**config.mk**
```make
export PLATFORM = sky130hd
export DESIGN_NAME = factorial_engine_flat
export DESIGN_NICKNAME = d
export VERILOG_FILES = /design/src/rtl/factorial_engine_if.sv /design/src/rtl/factorial_engine.sv /design/src/flat_wrapper.sv
export SDC_FILE = /design/constraint.sdc
export NUM_CORES = 1
export LEC_CHECK = 0
export BUFFER_PORTS_ARGS = -buffer_cell sky130_fd_sc_hd__buf_2
export CORE_MARGIN = 5
export CORE_UTILIZATION = 50
export DETAILED_ROUTE_END_ITERATION = 7
export GPL_TIMING_DRIVEN = 1
export PLACE_DENSITY = 0.69
export SLEW_MARGIN = 10
export SYNTH_ARGS = -nofsm -noshare
export SYNTH_HDL_FRONTEND = slang
export SYNTH_SLANG_ARGS = --single-unit
```
**constraint.sdc**
```tcl
create_clock -name clk -period 5.1 [get_ports clk]
set_input_delay 1.02 -clock clk [delete_from_list [all_inputs] [get_ports clk]]
set_output_delay 1.02 -clock clk [all_outputs]
set_load 0.01 [all_outputs]
```
**src/rtl/factorial_engine_if.sv**
```systemverilog
// Handshake bundle for factorial_engine: start/number request, busy/done
// status and the registered fact/overflow result.
interface factorial_engine_if #(
   parameter int IN_W  = 8,
   parameter int OUT_W = 32
);
   logic             start;
   logic [IN_W-1:0]  number;
   logic             busy;
   logic             done;
   logic [OUT_W-1:0] fact;
   logic             overflow;

   // requester side
   modport master (output start, number, input busy, done, fact, overflow);
   // engine side
   modport slave  (input start, number, output busy, done, fact, overflow);
endinterface

```
**src/rtl/factorial_engine.sv**
```systemverilog
// Iterative factorial unit: one multiply per clock using an accumulator and a
// down-counter, with a start/done handshake and sticky overflow detection.
// Optional build macro FACT_SATURATE_EN: an overflowed result is reported as
// all ones instead of the value truncated modulo 2^OUT_W.
module factorial_engine #(
   parameter int IN_W  = 8,
   parameter int OUT_W = 32
) (
   input  logic              clk,
   input  logic              reset,
   factorial_engine_if.slave bus
);

   localparam logic [1:0] S_IDLE = 2'd0;
   localparam logic [1:0] S_MUL  = 2'd1;
   localparam logic [1:0] S_DONE = 2'd2;

   logic [1:0]          state;
   logic [OUT_W-1:0]    acc;
   logic [IN_W-1:0]     cnt;
   logic                ovf_int;
   logic [OUT_W-1:0]    fact_q;
   logic                ovf_q;
   logic [OUT_W+IN_W-1:0] prod;
   logic [OUT_W-1:0]    fact_next;

   // full-width product so the bits above OUT_W can flag overflow
   always_comb begin
      prod = {{IN_W{1'b0}}, acc} * {{OUT_W{1'b0}}, cnt};
   end

   // value latched into fact on completion
   always_comb begin
`ifdef FACT_SATURATE_EN
      fact_next = ovf_int ? {OUT_W{1'b1}} : acc;
`else
      fact_next = acc;
`endif
   end

   // control FSM plus datapath; fact/overflow only move on MUL->DONE
   always_ff @(posedge clk or posedge reset) begin
      if (reset) begin
         state   <= S_IDLE;
         acc     <= OUT_W'(1);
         cnt     <= '0;
         ovf_int <= 1'b0;
         fact_q  <= '0;
         ovf_q   <= 1'b0;
      end else begin
         case (state)
            S_IDLE: begin
               if (bus.start) begin
                  acc     <= OUT_W'(1);
                  cnt     <= bus.number;
                  ovf_int <= 1'b0;
                  state   <= S_MUL;
               end
            end
            S_MUL: begin
               if (cnt > IN_W'(1)) begin
                  // after a wrap the truncated acc keeps the chain going
                  acc     <= prod[OUT_W-1:0];
                  cnt     <= cnt - IN_W'(1);
                  ovf_int <= ovf_int | (|prod[OUT_W+IN_W-1:OUT_W]);
               end else begin
                  fact_q <= fact_next;
                  ovf_q  <= ovf_int;
                  state  <= S_DONE;
               end
            end
            S_DONE:  state <= S_IDLE;
            default: state <= S_IDLE;
         endcase
      end
   end

   assign bus.busy     = (state != S_IDLE);
   assign bus.done     = (state == S_DONE);
   assign bus.fact     = fact_q;
   assign bus.overflow = ovf_q;

endmodule

```
**src/flat_wrapper.sv**
```systemverilog
// flat-port wrapper written by rule: the top's interface ports become plain ports
module factorial_engine_flat 
#(
   parameter int IN_W  = 8,
   parameter int OUT_W = 32
)
  (clk, reset, bus_start, bus_number, bus_busy, bus_done, bus_fact, bus_overflow);
  factorial_engine_if #(.IN_W(IN_W), .OUT_W(OUT_W)) bus_i ();
  input  logic clk;
  input  logic reset;
  input wire logic [$bits(bus_i.start)-1:0] bus_start;
  input wire logic [$bits(bus_i.number)-1:0] bus_number;
  output wire logic [$bits(bus_i.busy)-1:0] bus_busy;
  output wire logic [$bits(bus_i.done)-1:0] bus_done;
  output wire logic [$bits(bus_i.fact)-1:0] bus_fact;
  output wire logic [$bits(bus_i.overflow)-1:0] bus_overflow;
  assign bus_i.start = bus_start;
  assign bus_i.number = bus_number;
  assign bus_busy = bus_i.busy;
  assign bus_done = bus_i.done;
  assign bus_fact = bus_i.fact;
  assign bus_overflow = bus_i.overflow;
  factorial_engine #(.IN_W(IN_W), .OUT_W(OUT_W)) u_core (.clk(clk), .reset(reset), .bus(bus_i));
endmodule
```
==> Yosys cells after proc, flatten, opt, wreduce, memory -nomap -nowiden <==
Cells that the tools add are included.
{ "word_totals": {"register_bits": 76, "in_bits": 11} }
{ "op_classes": {"add_sub_neg": 1, "mul": 1, "n_lt_le_gt_ge": 1, "eq_ne": 5, "n_mux": 12, "n_bitwise": 2, "reduce_logical": 7} }
{ "op_table": {"columns": ["operator", "count"], "rows": [
  ["$mux 32", 2],
  ["$pmux 32 s2", 1],
  ["$mul 32x8->40", 1],
  ["$mux 8", 2],
  ["$pmux 8 s2", 1],
  ["$gt 8x1->1 const B", 1],
  ["$reduce_or 8->1", 1],
  ["$sub 8x1->8 const B", 1],
  ["$mux 2", 2],
  ["$ne 2x2->1 const B", 2],
  ["$pmux 2 s2", 1],
  ["$reduce_and 2->1", 2],
  ["$reduce_bool 2->1", 2],
  ["$reduce_and 3->1", 1],
  ["$eq 2x1->1 const B", 1],
  ["$eq 2x2->1 const B", 1],
  ["$logic_not 2->1", 1],
  ["$mux 1", 2],
  ["$ne 2x1->1 const B", 1],
  ["$pmux 1 s2", 1],
  ["$not 1->1", 1],
  ["$or 1x1->1", 1]
]} }

==> Logic depth before layout (Yosys ltp) <==
{ "logic_depth": {"ltp_word": 5, "depth_mapped": 22, "depth_no_buf": 19} }

==> Worst setup path after synthesis <==
Ideal clock, no wire load.
{ "synth_timing": {"path_kind": "reg-to-reg", "startpoint": "register u_core.cnt[4]", "endpoint": "register u_core.ovf_int", "t_arrival_ns": 4.942, "required_ns": 4.971, "slack_ns": 0.029, "stages_incl_launch_ff": 21, "period_less_slack_ns": 5.071, "path_cell_list": "dfrtp_1 clkbuf_1 clkbuf_1 nand2_1 fa_1 inv_1 fa_1 fa_1 inv_1 fa_1 inv_1 ha_1 and3_1 buf_2 nand4_1 a211oi_1 nor3_2 xnor2_1 a2111oi_0 and4_1 a31oi_1"} }
{ "synth_via": {"elab_chain_cells": 5, "word_cells_on_any_way": 8} }
{ "synth_lines": {"columns": ["item", "line", "source"], "rows": [
  ["start, declared", "factorial_engine.sv:20", "logic [IN_W-1:0] cnt;"],
  ["start signal, assigned", "factorial_engine.sv:55", "cnt <= bus.number;"],
  ["start signal, assigned", "factorial_engine.sv:64", "cnt <= cnt - IN_W'(1);"],
  ["$mul 32x8->40", "factorial_engine.sv:29", "prod = {{IN_W{1'b0}}, acc} * {{OUT_W{1'b0}}, cnt};"],
  ["$reduce_or 8->1", "factorial_engine.sv:65", "ovf_int <= ovf_int | (|prod[OUT_W+IN_W-1:OUT_W]);"],
  ["$or 1x1->1", "factorial_engine.sv:65", null],
  ["$mux 1", "factorial_engine.sv:61", "if (cnt > IN_W'(1)) begin"],
  ["$pmux 1 s2", "factorial_engine.sv:51", "case (state)"],
  ["end signal, assigned", "factorial_engine.sv:65", null],
  ["end, declared", "factorial_engine.sv:21", "logic ovf_int;"]
]} }
Several ways; a longest one is shown, not always the timed one. The select of a mux whose other input is x is not followed.
A chain may end at the register's enable or synchronous reset.

==> Final worst setup path <==
{ "layout_timing": {"startpoint": "register u_core.cnt[2]", "endpoint": "register u_core.ovf_int"} }
Same word-level chain as after synthesis.

==> impl_metrics.yaml <==
status:
  status: "finished clean"
grt:
  grt_pass1_wl_um: 50800
  grt_max_degree: 44
  overflow: 0
  grt_pass1_vias: 9882
  grt_use_total_pct: 24.76
  grt_antenna_before_repair: 0
cts:
  cts_buffer_depth: 2
  h-tree-depth: 3
  cts_buffers: 9
  cts_root_buffer: "clkbuf_16"
  hold_buffers: 0
  numClockSinks: 76
  clkTransAtPathRegs_ps: 70
  insertion_delay_ps: 350
  cts_tree: "built"
min_path:
  hp-start: "u_core.bus.fact[25]"
  min_path_type: "flop to flop"
  whs_path_depth: 1
  whs_endpoint: "u_core.bus.fact[25]"
timing:
  fmax_mhz: 197.1
  finalSetupViolations: 0
  slew_headroom_pct: 27.46
  period_share_pct: 99.50
  fin_crit_ps: 5075
  rsz0062_at_grt: "yes"
  hold_viol: 0
  worstMarginPinSlew_ps: 1080
  finClkSkew_ps: 10.97
  final_max_slew_viol_count: 0
logic_synthesis:
  synth_cells: 1224
  yosysWarnings: 0
  syn_avg_cell_area_um2: 9.219
  synth-async-reset-ratio_pct: 100.0
  synth_common_cells: "and2_1 (214), fa_1 (180), inv_1 (175), nand2_1 (90), dfrtp_1 (75)"
  synth_area_um2: 11280
  yosysMostFrequentCell: "and2_1"
  netlist.top_cell.by_area: "fa_1"
  synthesis.nets: 1477
  synth_edf_count: 0
  yosysUniqueCellTypes: 62
  ys_seq_elements: 76
  synth_seq_area_share_pct: 16.86
  synth_area_leaders: "fa_1 (32%), dfrtp_1 (17%), and2_1 (12%), ha_1 (6.9%), inv_1 (5.8%)"
  ys.flop_type: "dfrtp_1"
  synth_top_area_share_pct: 31.93
drt:
  dr.pass1.iters: 5
  wl_um: 31180
  wl_per_cell_um: 19.09
  vias: 9000
  final_antenna_net_count: 0
  vias_per_cell: 5.511
  drt_iter0_drc: 646
  drc_errors: 0
cells_and_area:
  drive_gt1_share_pct: 24.04
  antenna_cells: 0
  fin_cells: 1633
  area_growth_pct: 21.20
  nets: 1596
die:
  die_h_um: 160.2
  boundaryPins: 46
  initial_core_util_pct: 50.30
  dieArea_um2: 25670
  die_w_um: 160.2
  num_rows: 55
  core-area_um2: 22430
worst_setup_path:
  ff2ff_setup_slack_ps: 30
  worstSetupEndpointType: "flop"
  worstReg2RegEnd: "u_core.ovf_int"
  worstPathArrival_ps: 5340
  start_kind: "flop"
  crit_fanout: 6
  rr_startpoint: "u_core.cnt[2]"
  critPathKind: "flop to flop"
  rr_worst_depth: 17
  cp_data_required_time_ps: 5370
run:
  drv_cap: 0
placed_design:
  port_buffers: 45
  globalplace.congestion: 0.9198
  post-place-cells: 1598
  dp_hpwl_um: 23380
-- layout make-up --
cell class | count | area, µm²
clock buffer | 11 | 242.7
tap | 285 | 356.6
sequential | 76 | 1909
timing repair buffer | 176 | 1438
fill | 1854 | 8757
multi-input combinational | 904 | 9009
clock inverter | 5 | 60.06
inverter | 176 | 661.9
-- worst max-delay path by stage --
stage / depth (start not counted) / endpoint / startpoint
2_1_floorplan: 20 / u_core.ovf_int / u_core.cnt[4]
3_3_place_gp: 19 / u_core.ovf_int / u_core.cnt[2]
5_1_grt: 19 / u_core.ovf_int / u_core.cnt[4]
3_5_place_dp: 19 / u_core.ovf_int / u_core.cnt[2]
4_1_cts: 17 / u_core.ovf_int / u_core.cnt[2]
6_report: 17 / u_core.ovf_int / u_core.cnt[2]
-- layout by cell type, fill, tap and decap left out, types with 7 or more instances in the layout --
master	count
xor2_1	17
ha_4	23
a21oi_2	11
mux2_2	30
fa_1	170
buf_6	7
buf_4	110
inv_1	172
nand4_1	10
nand2_1	87
ha_1	35
xnor2_1	14
fa_2	10
and2_1	210
a21o_1	18
a21oi_1	34
o21ai_1	12
clkbuf_16	10
nor2_1	23
buf_2	45
buf_12	10
nand3_1	40
dfrtp_1	70
o21ai_0	40
-- cell families after synthesis --
logic type | synth area share (%)
adder cells (fa/ha/maj) | 38.81
buffers and inverters | 8.282
AND/OR/NAND/NOR | 20.53
flip-flops | 16.86
AO/OA/AOI/OAI | 9.547
multiplexers | 3.559
XOR/XNOR | 2.406
-- metrics by stage --
step | TNS (ps) | hold slack (ps) | instance area (µm²) | setup slack (ps) | util [%]
6_report | 0 | 490.6 | 13680 | 25.45 | 60.96
4_1_cts | -6.932 | 490.3 | 13410 | -6.932 | 59.78
3_3_place_gp | -299.4 | 463.8 | 12540 | -212.8 | 55.91
3_5_place_dp | -341.1 | 473.6 | 12540 | -239.1 | 55.91
2_1_floorplan | 0 | 490.3 | 11280 | 29.39 | -
5_1_grt | -341.3 | 517.8 | 13680 | -175.2 | 60.96
-- critical path, cell delays in order, from the launching register on --
cell     delay (ps)
dfrtp_2         510
buf_12          170
buf_16          130
and2_1          170
fa_1            530
fa_1            580
fa_1            430
fa_1            480
ha_4            320
nand4_1         200
nor3_2          270
nand3_2         120
a21oi_4         170
o21ai_4         100
o21a_1          210
o311a_1         280
and4_1          190
a31oi_1         110
-- repair_timing --
action,in CTS,in global routing
endpoints found under the setup margin,9,10
pin swaps,47,59
gates cloned,3,1
setup buffers,12,3
gates resized for setup,65,59
-- routing by layer --
layer / part of all wire, % / routed length [µm] / global-route usage, %
met1: 41 / 12710 / 31.28
met2: 52 / 16350 / 44.49
met3: 3.7 / 1155 / 3.406
met4: 3.1 / 966 / 7.000
met5: 0 / 0 / 0
-- sequential cells by signal (all words and copies together) (netlist names) --
signal               flops
u_core.state             2
u_core.bus.fact         32
u_core.acc              32
u_core.cnt               8
u_core.ovf_int           1
u_core.bus.overflow      1
Power is left out: the tool's default activity adds up to more than one toggle a clock period on the data nets, which glitch-free logic cannot reach.
